File: src/rtl/bcd_stopwatch.sv
// bcd_stopwatch: four-digit BCD stopwatch with prescaled tick, pause/resume,
// lap freeze of the display and a one-cycle rollover pulse.
module bcd_stopwatch #(
    parameter int TICK_DIV = 100000
) (
    input  logic        clk,
    input  logic        rst_n,
    input  logic        start_stop,
    input  logic        clear,
    input  logic        lap,
    output logic [15:0] digits,
    output logic        running,
    output logic        lap_active,
    output logic        wrap
);
    localparam int PW = $clog2(TICK_DIV);

    typedef enum logic {ST_STOPPED, ST_RUNNING} state_t;

    state_t          r_state;
    state_t          w_state_nxt;
    logic [PW-1:0]   r_presc;
    logic [15:0]     r_count;
    logic [15:0]     r_lap;
    logic            r_lap_active;
    logic            r_wrap;
    logic            w_run;
    logic            w_tick;
    logic            w_carry;
    logic [15:0]     w_count_inc;

    assign w_run  = (r_state == ST_RUNNING);
    assign w_tick = w_run && (r_presc == PW'(TICK_DIV - 1));

    always_ff @(posedge clk) begin
        if (!rst_n)
            r_state <= ST_STOPPED;
        else
            r_state <= w_state_nxt;
    end

    always_comb begin
        w_state_nxt = r_state;
        if (clear)
            w_state_nxt = ST_STOPPED;
        else if (start_stop)
            w_state_nxt = w_run ? ST_STOPPED : ST_RUNNING;
    end

    // Ripple the tick through the digits; a 9 with carry-in becomes 0.
    always_comb begin
        w_carry     = w_tick;
        w_count_inc = r_count;
        for (int i = 0; i < 4; i++) begin
            if (w_carry)
                w_count_inc[i*4 +: 4] = (r_count[i*4 +: 4] == 4'd9) ? 4'd0 : r_count[i*4 +: 4] + 4'd1;
            w_carry = w_carry && (r_count[i*4 +: 4] == 4'd9);
        end
    end

    always_ff @(posedge clk) begin
        if (!rst_n) begin
            r_presc      <= '0;
            r_count      <= '0;
            r_lap        <= '0;
            r_lap_active <= 1'b0;
            r_wrap       <= 1'b0;
        end else if (clear) begin
            r_presc      <= '0;
            r_count      <= '0;
            r_lap_active <= 1'b0;
            r_wrap       <= 1'b0;
        end else begin
            r_wrap <= w_carry;
            if (w_run)
                r_presc <= w_tick ? '0 : r_presc + 1'b1;
            if (w_tick)
                r_count <= w_count_inc;
            // Lap snapshots the pre-increment count.
            if (lap) begin
                if (!r_lap_active)
                    r_lap <= r_count;
                r_lap_active <= !r_lap_active;
            end
        end
    end

    assign digits     = r_lap_active ? r_lap : r_count;
    assign running    = w_run;
    assign lap_active = r_lap_active;
    assign wrap       = r_wrap;
endmodule

File: config.mk
export PLATFORM = sky130hd
export DESIGN_NAME = bcd_stopwatch
export DESIGN_NICKNAME = d
export VERILOG_FILES = /design/src/rtl/bcd_stopwatch.sv
export SDC_FILE = /design/constraint.sdc
export NUM_CORES = 1
export LEC_CHECK = 0
export ABC_CLOCK_PERIOD_IN_PS = 2900
export CORE_MARGIN = 1.5
export CORE_UTILIZATION = 59
export CTS_BUF_LIST = sky130_fd_sc_hd__clkbuf_2
export CTS_CLUSTER_DIAMETER = 80
export CTS_CLUSTER_SIZE = 28
export DETAILED_ROUTE_END_ITERATION = 16
export GPL_TIMING_DRIVEN = 0
export MAX_ROUTING_LAYER = met4
export PLACE_DENSITY = 0.82
export RECOVER_POWER = 25
export SYNTH_ARGS = -nofsm -noshare
export SYNTH_HDL_FRONTEND = slang
export SYNTH_SLANG_ARGS = --single-unit
File: constraint.sdc
create_clock -name clk -period 2.9 [get_ports clk]
set_clock_uncertainty 0.15 [all_clocks]
set_input_delay 0.435 -clock clk [delete_from_list [all_inputs] [get_ports clk]]
set_output_delay 0.435 -clock clk [all_outputs]
set_load 0.005 [all_outputs]
# Yosys cells after proc, flatten, opt, wreduce, memory -nomap -nowiden
# Index checks and enable logic that the tools add are counted.
[classes]
n_eq_ne = 5
n_addsub = 5
n_bitwise = 2
n_reduce_logical = 11
muxes = 7
[ops]
columns = ["cell", "count"]
rows = [
  ["$add A17 B1 Y17 const B", 1],
  ["$eq A17 B17 Y1 const B", 1],
  ["$mux W17", 1],
  ["$add A4 B1 Y4 const B", 4],
  ["$eq A4 B4 Y1 const B", 4],
  ["$mux W16", 1],
  ["$mux W4", 4],
  ["$reduce_and A2 Y1", 4],
  ["$logic_and A1 B1 Y1", 5],
  ["$not A1 Y1", 2],
  ["$reduce_or A2 Y1", 1],
  ["$logic_not A1 Y1", 1],
  ["$mux W1", 1],
]
[word_totals]
out_inout_bits = 19
reg_bits = 52

# Depth between registers and ports, before layout
# Gate-level depths: netlist (run 1).
[depth]
depth_word = 6
depth_mapped = 7

# Worst setup path before layout (run 1)
# No wires, ideal clock.
[synth_path]
path_kind = "register to register"
start = "reg r_presc[6]"
end = "reg r_count[14]"
stages_incl_launch_ff = 6
n_path_buf = 0
period_less_slack_ps = 2282
arrival_time_ps = 2072
setup_slack_ps = 618
path_cell_list = "dfxtp_1 or4b_4 nor4_4 nand4_2 or4_1 nand2_1"
[synth_via]
elab_chain_cells = 6
[synth_rtl]
columns = ["element", "line_no", "rtl"]
rows = [
  ["from (decl)", "22", "logic [PW-1:0] r_presc;"],
  ["from (signal assigned)", "76", "r_presc <= w_tick ? '0 : r_presc + 1'b1;"],
  ["$eq A17 B17 Y1 *", "33", "assign w_tick = w_run && (r_presc == PW'(TICK_DIV - 1));"],
  ["$logic_and A1 B1 Y1 *", "33", ""],
  ["$logic_and A1 B1 Y1 (3 in a row)", "57", "w_carry = w_carry && (r_count[i*4 +: 4] == 4'd9);"],
  ["$reduce_and A2 Y1 (no source line) *", "-", ""],
  ["to (signal assigned)", "78", "r_count <= w_count_inc;"],
  ["to (decl)", "23", "logic [15:0] r_count;"],
]
# Every way passes the cells marked *; elsewhere a longest branch is shown, timed or not.
# A chain may end at the register's enable or synchronous reset.

# Worst setup path after layout (run 1)
[layout_path]
start = "reg r_presc[7]"
end = "reg r_count[14]"
# Same word-level chain as after synthesis.

==> metrics.md, run 1 <==
| Metric | Value |
|---|---|
| Status | completed |
| Row cnt | 23 |
| Drt initial violations | about 110 |
| Core footprint | approximately 0.0041 sq mm |
| Ys async rst share | 0 |
| CTS Hold Bufs | 0 |
| GR Util All Layers | 0.241 |
| Tmin final | 2.58 ns |
| Critical path startpoint category | register |
| Post-Syn Area per Cell | 9.11 sq um |
| Syn. warnings | 0 |
| Top cell type's share of synthesized area | 0.406 |
| Maximum clock rate | 0.387 GHz |
| Layout cells sized above 1 | 0.0871 |
| Max_slew headroom | 0.515 |
| Ant diodes | 0 |
| Via count | around 2100 |
| Req. time, crit path | 3.16 ns |
| Clock sinks | 52 |
| Grt total ovfl | 0 |
| Ys flop type | dfxtp_1 |
| Port Buffers | 23 |
| Seq cells post-synth | 52 |
| Number of I/O pins | 24 |
| Clk pin slew, worst setup/hold paths | 0.25 ns |
| Worst Path Class, Setup | register to register |
| Area of the multi-input gates | 0.00146 sq mm |
| Num CTS Buffers | 5 |
| # DRC | 0 |
| Final Setup Violations | 0 |
| First-pass detailed-route iteration total | 4 |
| RD Place Congestion | about 0.77 |
| Area leader, netlist | dfxtp_1 |
| Clk root buf | clkbuf_2 |
| Leakage | roughly 0.95 nW |
| Main area contributors after synthesis | dfxtp_1 41%, mux2i_1 7.0%, mux2_2 6.2% |
| RSZ-0062 raised after global routing | no |
| Setup WS post-layout | 0.318 ns |
| CTS tree | built |
| Antenna-violating nets left | 0 |
| Sequential share of the synthesized area | 0.406 |
| Post-route cell area | between 0.002 and 0.003 sq mm |
| Period Utilization, post-route | 0.890 |
| Max-cap viol count | 0 |
| Setup crit end kind | register |
| Most frequent cells in the layout | 51 x dfxtp_1, 29 x nor2_1, 24 x nor2b_1 |
| DP Wirelength | 3690 microns |
| Fillers | 353 |
| Commonest non-fill, non-tap cell in the layout | dfxtp_1 |
| CP arrival | 2.84 ns |
| Clock Latency Late Sink | 0.44 ns |
| Synth Instances | about 280 |
| PwrDens | 391 mW/mm^2 |
| Clock buffer depth | 2 |
| Die width | 68.9 microns |
| Synthesized area | 0.00256 sq mm |
| Antenna violations before repair | 0 |
| Area growth from synthesis to layout | 13.6% |
| Yosys cell types | 41 |
| Largest net degree at the start of global routing | 16 |
| TNS Setup | 0 ns |
| First-pass GRT wire length | 8260 microns |
| Worst vdd ir | between 0.0003 and 0.0004 V |
| Placement Setup Slack | approximately 0.19 ns |
| Starting Density | 0.627 |
| Final hold viol count | 0 |
| WL final | 5050 microns |
| Tightest Pin Transition | 0.727 ns |
| Routed length per placed instance | 14.0 microns |
| Die area | 0.00475 sq mm |
| Hold Crit Class | register to register |
| Crit path max fanout | 9 |
| Vias in the first global route | 1840 |
| Final Max Slew Viols | 0 |
| H-Tree Depth | 2 |
| # nets final | 315 |
| Vias per std cell | 5.78 |
| Post-synth EDFFs | 0 |
| Seq. cell area | about 0.0010 sq mm |
| Die H | 68.9 microns |
| Area after DPL | 0.00285 sq mm |
| Mapped Nets | 287 |
synth_stat cells, types with 2 or more instances:
cell	instances
xor2_1	11
nor3_1	6
a311o_1	2
or3_1	4
o21ai_0	4
nor4_1	4
nand3_1	15
nor2b_1	24
nor2_1	29
clkbuf_1	12
mux2i_1	18
xnor2_1	11
or4_1	2
a31oi_1	2
nand2_1	22
nand2b_1	5
nand3b_1	2
dfxtp_1	52
inv_1	2
nand4_1	6
nand4b_1	7
and3_1	2
mux2_2	14
a21oi_1	8
per-stage QoR:
stage           util  hold WS [ns]  power (mW)  std cells
2_1_floorplan      -         0.298       0.769        281
3_3_place_gp   0.698         0.327       0.787        354
3_5_place_dp   0.698         0.333       0.788        354
4_1_cts        0.713         0.359        1.15        361
5_1_grt        0.712         0.393        1.18        360
6_report       0.712         0.359        1.14        360
layout make-up:
class,count,share of cell area
Clock buffer,5,0.00860
Multi-Input combinational cell,214,0.503
Sequential cell,52,0.358
Inverter,2,0.00258
Tap cell,50,0.0215
Clock inverter,3,0.0129
Buffer,11,0.0142
Timing Repair Buffer,23,0.0791
power breakdown:
part	switching (mW)	internal [mW]	total, mW	leakage, nW
Clock	0.225	0.140	0.365	0.0380
Sequential	0.00568	0.719	0.725	0.419
Combinational	0.0256	0.0230	0.0486	0.491
state kept, by name (all words and copies together) (netlist names):
name        count
running         1
r_presc        17
wrap            1
r_lap          16
lap_active      1
r_count        16
worst paths after layout:
check              startpoint          end  slack, ns  cells past startpoint
setup reg to reg   r_presc[7]  r_count[14]       0.32                      5
hold / removal    r_count[13]  r_count[13]       0.36                      2
hold reg to reg   r_count[13]  r_count[13]       0.36                      2
setup / recovery   r_presc[7]  r_count[14]       0.32                      5
repair_timing:
item / CTS / global route
endpoints found under the setup margin: 7 / 6
setup buffers: 0 / 0
gates resized for setup: 1 / 0
worst max-delay path, cell delays in order, from the launching register on:
cell	delay, ns
dfxtp_1	0.47
or4b_4	0.52
nor4_4	0.59
nand4_2	0.23
or4_1	0.51
nand2_1	0.07
layer usage:
| layer | global-route usage | part of all wire |
|---|---|---|
| met5 | - | 0 |
| met4 | 0.0735 | 0.013 |
| met3 | 0.0487 | 0.042 |
| met2 | 0.377 | 0.45 |
| met1 | 0.315 | 0.49 |
cells by family (layout without fill, tap and decap cells):
group           Yosys count  after routing  share of synthesized area
mux                      32             32                      0.132
flops                    52             52                      0.406
simple gates            140            140                      0.314
xor+xnor                 22             22                     0.0752
compound gates           19             19                     0.0454
buf+inv                  15             44                     0.0220
fa+ha+maj                 1              1                    0.00488
Power figures use the tool's default switching activity.
==> inputs of run 2 (changes only) <==
--- a/config.mk
+++ b/config.mk
@@ -6,6 +6,7 @@
 export NUM_CORES = 1
 export LEC_CHECK = 0
 export ABC_CLOCK_PERIOD_IN_PS = 2900
+export CAP_MARGIN = 20
 export CORE_MARGIN = 1.5
 export CORE_UTILIZATION = 59
 export CTS_BUF_LIST = sky130_fd_sc_hd__clkbuf_2
@@ -16,6 +17,7 @@
 export MAX_ROUTING_LAYER = met4
 export PLACE_DENSITY = 0.82
 export RECOVER_POWER = 25
+export SLEW_MARGIN = 25
 export SYNTH_ARGS = -nofsm -noshare
 export SYNTH_HDL_FRONTEND = slang
 export SYNTH_SLANG_ARGS = --single-unit
==> results of run 2 <==
The final DEF is identical to that of run 1; final timing and power are the same.
==> inputs of run 3 (changes only) <==
--- a/config.mk
+++ b/config.mk
@@ -10,7 +10,7 @@
 export CORE_MARGIN = 1.5
 export CORE_UTILIZATION = 59
 export CTS_BUF_LIST = sky130_fd_sc_hd__clkbuf_2
-export CTS_CLUSTER_DIAMETER = 80
+export CTS_CLUSTER_DIAMETER = 30
 export CTS_CLUSTER_SIZE = 28
 export DETAILED_ROUTE_END_ITERATION = 16
 export GPL_TIMING_DRIVEN = 0
==> results of run 3 <==
The final DEF is identical to that of run 1; final timing and power are the same.
==> RTL edit 1: new RTL, config.mk and constraints of run 1 <==
`TICK_DIV`: 100000 -> 50000.
--- a/src/rtl/bcd_stopwatch.sv
+++ b/src/rtl/bcd_stopwatch.sv
@@ -1,7 +1,7 @@
 // bcd_stopwatch: four-digit BCD stopwatch with prescaled tick, pause/resume,
 // lap freeze of the display and a one-cycle rollover pulse.
 module bcd_stopwatch #(
-    parameter int TICK_DIV = 100000
+    parameter int TICK_DIV = 50000
 ) (
     input  logic        clk,
     input  logic        rst_n,
Behaviour: no difference found for any inputs over 10 cycles, from zero or initial values and one cycle with rst_n low; that may be too few to reach the edited logic, so the function may still have changed.
==> RTL edit 1 against run 1 <==
Synthesized cell count is the same; global-route usage grew 0.52 points; combinational power grew 12%; setup slack lost 0.13 ns; sequential cell count shrank 1; hold slack lost 0.0031 ns; area after synthesis shrank 1.7%; total power shrank 10%; wire length grew 3.3%; cell count is the same; design area shrank 3.1%; largest power group unchanged.
==> RTL edit 1: results (changes against run 1) <==
[critical_path]
path_max_fanout=10  ; +1
timing.rr.end=r_count[12]$_SDFFE_PP0P_
rrSetupSlack_ns=0.19  ; -0.13 ns
arrival_ns=2.88  ; +0.04 ns

[timing]
whs_ns=0.356  ; -0.00305 ns
slew_headroom=0.509  ; -0.00571

[placement]
io_buffers=23  ; unchanged
globalplace.congestion=0.797  ; +3.1%
dp_hpwl_mm=3.74  ; +1.4%

[logic_synthesis]
ys_seq_area_frac=0.406  ; -0.000882
synth_top_cells_by_area=dfxtp_1, mux2i_1, nor2b_1
ys_types=40  ; -2.4%
synth_common_cells=dfxtp_1, nor2b_1, nor2_1

[cells_and_area]
drive_above_1_share=0.0645  ; -0.0226
antenna_cells=0  ; unchanged
reg_top3=r_count: 16 flops, r_lap: 16 flops, r_presc: 16 flops
fin_nets=317  ; +0.63%

[clocking]
clock_latency_ns=0.42  ; -0.02 ns
clk_pin_slew_worst_paths_ns=0.22  ; -0.03 ns

[worst_hold_path]
hold_depth=1  ; -1
worstHoldEndpoint=wrap$_SDFF_PP0_
hold_path_class=reg -> reg
hp-start=r_count[13]$_SDFFE_PP0P_

[routing]
drt_iter0_drc=149  ; +41%
finalWirelength_mm=5.21  ; +3.3%
via_count=2163  ; +4.0%
viasPerCell=6.01  ; +4.0%

[global_routing]
grt_util_all_layers=0.246  ; +0.00524
grt_pass1_vias=1818  ; -1.2%
grt_start_max_net_pins=14  ; -2

[pwr]
peakVddDrop_mv=0.251  ; -26%

[floorplan]
initial_core_util=0.620  ; -0.00635

[outcome]
outcome=finished, final reports clean

RTL edit 1: worst max-delay path by stage:
stage	from	to	slack [ns]	depth (start not counted)
after floorplan	r_presc[7]$_SDFFE_PP0P_	r_count[7]$_SDFFE_PP0P_	0.62	4
after global placement	lap	r_lap[5]$_SDFFE_PN0P_	0.30	6
after detailed placement	lap	r_lap[12]$_SDFFE_PN0P_	0.27	6
after CTS	lap_active$_SDFFE_PP0P_	digits[3]	0.08	3
after global routing	r_count[0]$_SDFFE_PP0N_	r_count[15]$_SDFFE_PP0P_	0.04	5
final	r_presc[7]$_SDFFE_PP0P_	r_count[12]$_SDFFE_PP0P_	0.19	6
RTL edit 1: cell type report:
cell class                 count  area (µm²)
sequential                    51        1020
clock buffer                   6        30.0
buffer                        16        77.6
timing repair buffer          23         230
inverter                       6        22.5
multi-input combinational    208        1380
tap                           50        62.6
fill                         343        1240
RTL edit 1: routing by layer:
metal / global-route usage / share of wire / vias to the layer above / wire length, µm
met1: 0.331 / 0.48 / 1030 / 2520
met5: - / 0 / - / 0
met2: 0.373 / 0.46 / 53 / 2380
met3: 0.0395 / 0.046 / 8 / 238
li1: - / - / 1072 / -
met4: 0.0925 / 0.015 / 0 / 78
RTL edit 1: cells by family after synthesis:
kind of cell,count (synthesis),share of synthesized area
xor gates and xnor gates,14,0.0487
AOI/OAI and AO/OA,46,0.109
DFF,51,0.406
and+or+nand+nor,121,0.278
buffers and inverters,22,0.0452
muxes,26,0.108
adders and majority gates,1,0.00497
RTL edit 1: critical path, stage by stage, from the launching register on:
cell	delay (ns)
dfxtp_1	0.44
or4b_1	0.55
or4_1	0.64
clkbuf_1	0.28
buf_6	0.21
o31ai_1	0.25
a21oi_1	0.10
RTL edit 1: metrics by stage:
| step | setup WS (ns) | total power, W | instance area [µm²] |
|---|---|---|---|
| after floorplan | 0.619 | 0.000757 | 2520 |
| after global placement | 0.300 | 0.000775 | 2810 |
| after detailed placement | 0.272 | 0.000776 | 2810 |
| after CTS | 0.0844 | 0.00103 | 2840 |
| after global routing | 0.0432 | 0.00106 | 2820 |
| final | 0.185 | 0.00102 | 2820 |
RTL edit 1: timing repair:
action / 4_1_cts / 5_1_grt
setup endpoints to repair: 0 / 3
resized for setup: 0 / 2
hold buffers: 0 / 0
RTL edit 1: where the power goes:
| part | internal [W] | total, W | switching (W) |
|---|---|---|---|
| Combinational | 0.0000244 | 0.0000543 | 0.0000299 |
| Clock | 0.0000543 | 0.000258 | 0.000204 |
| Sequential | 0.000705 | 0.000707 | 0.00000203 |
==> RTL edit 2: new RTL, flow settings as in run 1 <==
Made on the original files. Make the reset (`rst_n`) asynchronous in 2 clocked blocks.
--- a/src/rtl/bcd_stopwatch.sv
+++ b/src/rtl/bcd_stopwatch.sv
@@ -32,7 +32,7 @@
     assign w_run  = (r_state == ST_RUNNING);
     assign w_tick = w_run && (r_presc == PW'(TICK_DIV - 1));
 
-    always_ff @(posedge clk) begin
+    always_ff @(posedge clk or negedge rst_n) begin
         if (!rst_n)
             r_state <= ST_STOPPED;
         else
@@ -58,7 +58,7 @@
         end
     end
 
-    always_ff @(posedge clk) begin
+    always_ff @(posedge clk or negedge rst_n) begin
         if (!rst_n) begin
             r_presc      <= '0;
             r_count      <= '0;
Check against the original RTL: differs if rst_n is asserted again (counterexample within 4 cycles, from zero or initial values and one cycle with rst_n low); with rst_n held inactive, the same outputs for 10 cycles.
==> RTL edit 2 against run 1 <==
Register-to-register slack improved by 0.15 ns; area after synthesis increased by 15%; global-route usage increased by 2.3 points; critical path type is now reg -> out; count of clock-buffer cells in the layout unchanged; design area increased by 14%; sequential cell count unchanged; hold slack improved by 0.033 ns; total power decreased by 2.3%; wire length increased by 26%; setup slack got worse by 0.075 ns.
==> RTL edit 2: results (changes against run 1) <==
[critical_path]
path_max_fanout=10  ; +1
slowest_delay_ns=0.51  ; -0.08 ns
arrival_ns=2.07  ; -0.77 ns
cp_top_family=buffers and inverters
slowest_stage=dfrtp_1

[logic_synthesis]
synth-adder-area-share=0.0381  ; +0.0333
synthMuxAreaShare=0.117  ; -0.0145
syn_avg_cell_area_um2=10.1  ; +11%
synthXorXnorAreaFrac=0.0415  ; -0.0337
ys_types=51  ; +24%
yosysWarnings=0  ; unchanged
synth_nets=306  ; +6.6%
async_flop_share=1.00  ; +1.00
ys.flop_type=dfrtp_1
synth_top_cells_by_area=dfrtp_1, mux2_2, xnor2_1
synth_compound_area_frac=0.0966  ; +0.0512
synth_common_cells=dfrtp_1, nor2_1, mux2_2

[pwr]
peakVddDrop_mv=0.225  ; -34%
p_leak_nw=1.37  ; +44%

[global_routing]
grtUsageMet1=0.353  ; +0.0371
grt_use_met2=0.408  ; +0.0310
grt_pass1_vias=2185  ; +19%
grt_pass1_wl_mm=10.6  ; +28%
grt_start_max_net_pins=28  ; +12
grt_util_all_layers=0.264  ; +0.0230
grt_util_met3=0.0508  ; +0.00205

[outcome]
outcome=finished, final reports clean

[cells_and_area]
drive_above_1_share=0.160  ; +0.0734
fin_nets=338  ; +7.3%
fillers=396  ; +12%

[routing]
drc=0  ; unchanged
via_count=2387  ; +15%
avgRoutedWirePerCell_um=16.3  ; +16%
drt_iter0_drc=191  ; +80%

[placement]
place_area_mm2=0.00328  ; +15%
dp_cells=383  ; +8.2%
pre_cts_ws_ns=0.100  ; -0.0892 ns
globalplace.congestion=0.905  ; +17%
dp_hpwl_mm=4.60  ; +25%

[worst_hold_path]
hold_depth=1  ; -1

[clocking]
hold_buffers=1  ; +1

[timing]
worst_slew_pin_slew_ns=1.43  ; +0.704 ns

==> RTL edit 2: changes by cell type after synthesis, sizes merged, moves of 5 or more <==
cell / delta
clkbuf: -5
nand4b: -7
nor2b: -22
ha: +8
mux2: +15
dfxtp: -52
mux2i: -16
nand2: -7
nor3: +9
xor2: -10
o21ai: +11
dfrtp: +52
inv: +8
==> RTL edit 2: final timing paths <==
check	startpoint	slack (ns)	end
setup / recovery	lap_active$_DFFE_PN0P_	0.24	digits[15]
hold / removal	r_lap[14]$_DFFE_PN0P_	0.39	r_lap[14]$_DFFE_PN0P_
setup reg to reg	r_presc[13]$_DFFE_PN0N_	0.47	r_presc[2]$_DFFE_PN0N_
hold reg to reg	r_lap[14]$_DFFE_PN0P_	0.39	r_lap[14]$_DFFE_PN0P_
max in group asynchronous	rst_n	0.62	r_lap[4]$_DFFE_PN0P_
min in group asynchronous	rst_n	0.66	r_lap[12]$_DFFE_PN0P_
==> RTL edit 2: cell type report <==
type	count	area (µm²)	share of cell area
Buffer	12	60.1	0.0181
Inverter	11	41.3	0.0125
Tap cell	67	83.8	0.0253
Timing Repair Buffer	25	239	0.0721
Clock inverter	2	12.5	0.00377
Clock buffer	5	25.0	0.00755
Multi-Input combinational cell	217	1550	0.468
Sequential cell	52	1300	0.392
==> RTL edit 2: power breakdown <==
group          internal, W   total, W  leakage [nW]  switching [W]
sequential        0.000732   0.000741         0.724     0.00000876
clock            0.0000530   0.000284        0.0248       0.000231
combinational    0.0000323  0.0000877         0.619      0.0000554
==> RTL edit 2: layer usage <==
| layer | up-vias | wire, µm |
|---|---|---|
| li1 | 1137 | - |
| met1 | 1171 | 2920 |
| met2 | 71 | 3020 |
| met3 | 8 | 333 |
| met4 | 0 | 95 |
| met5 | - | 0 |
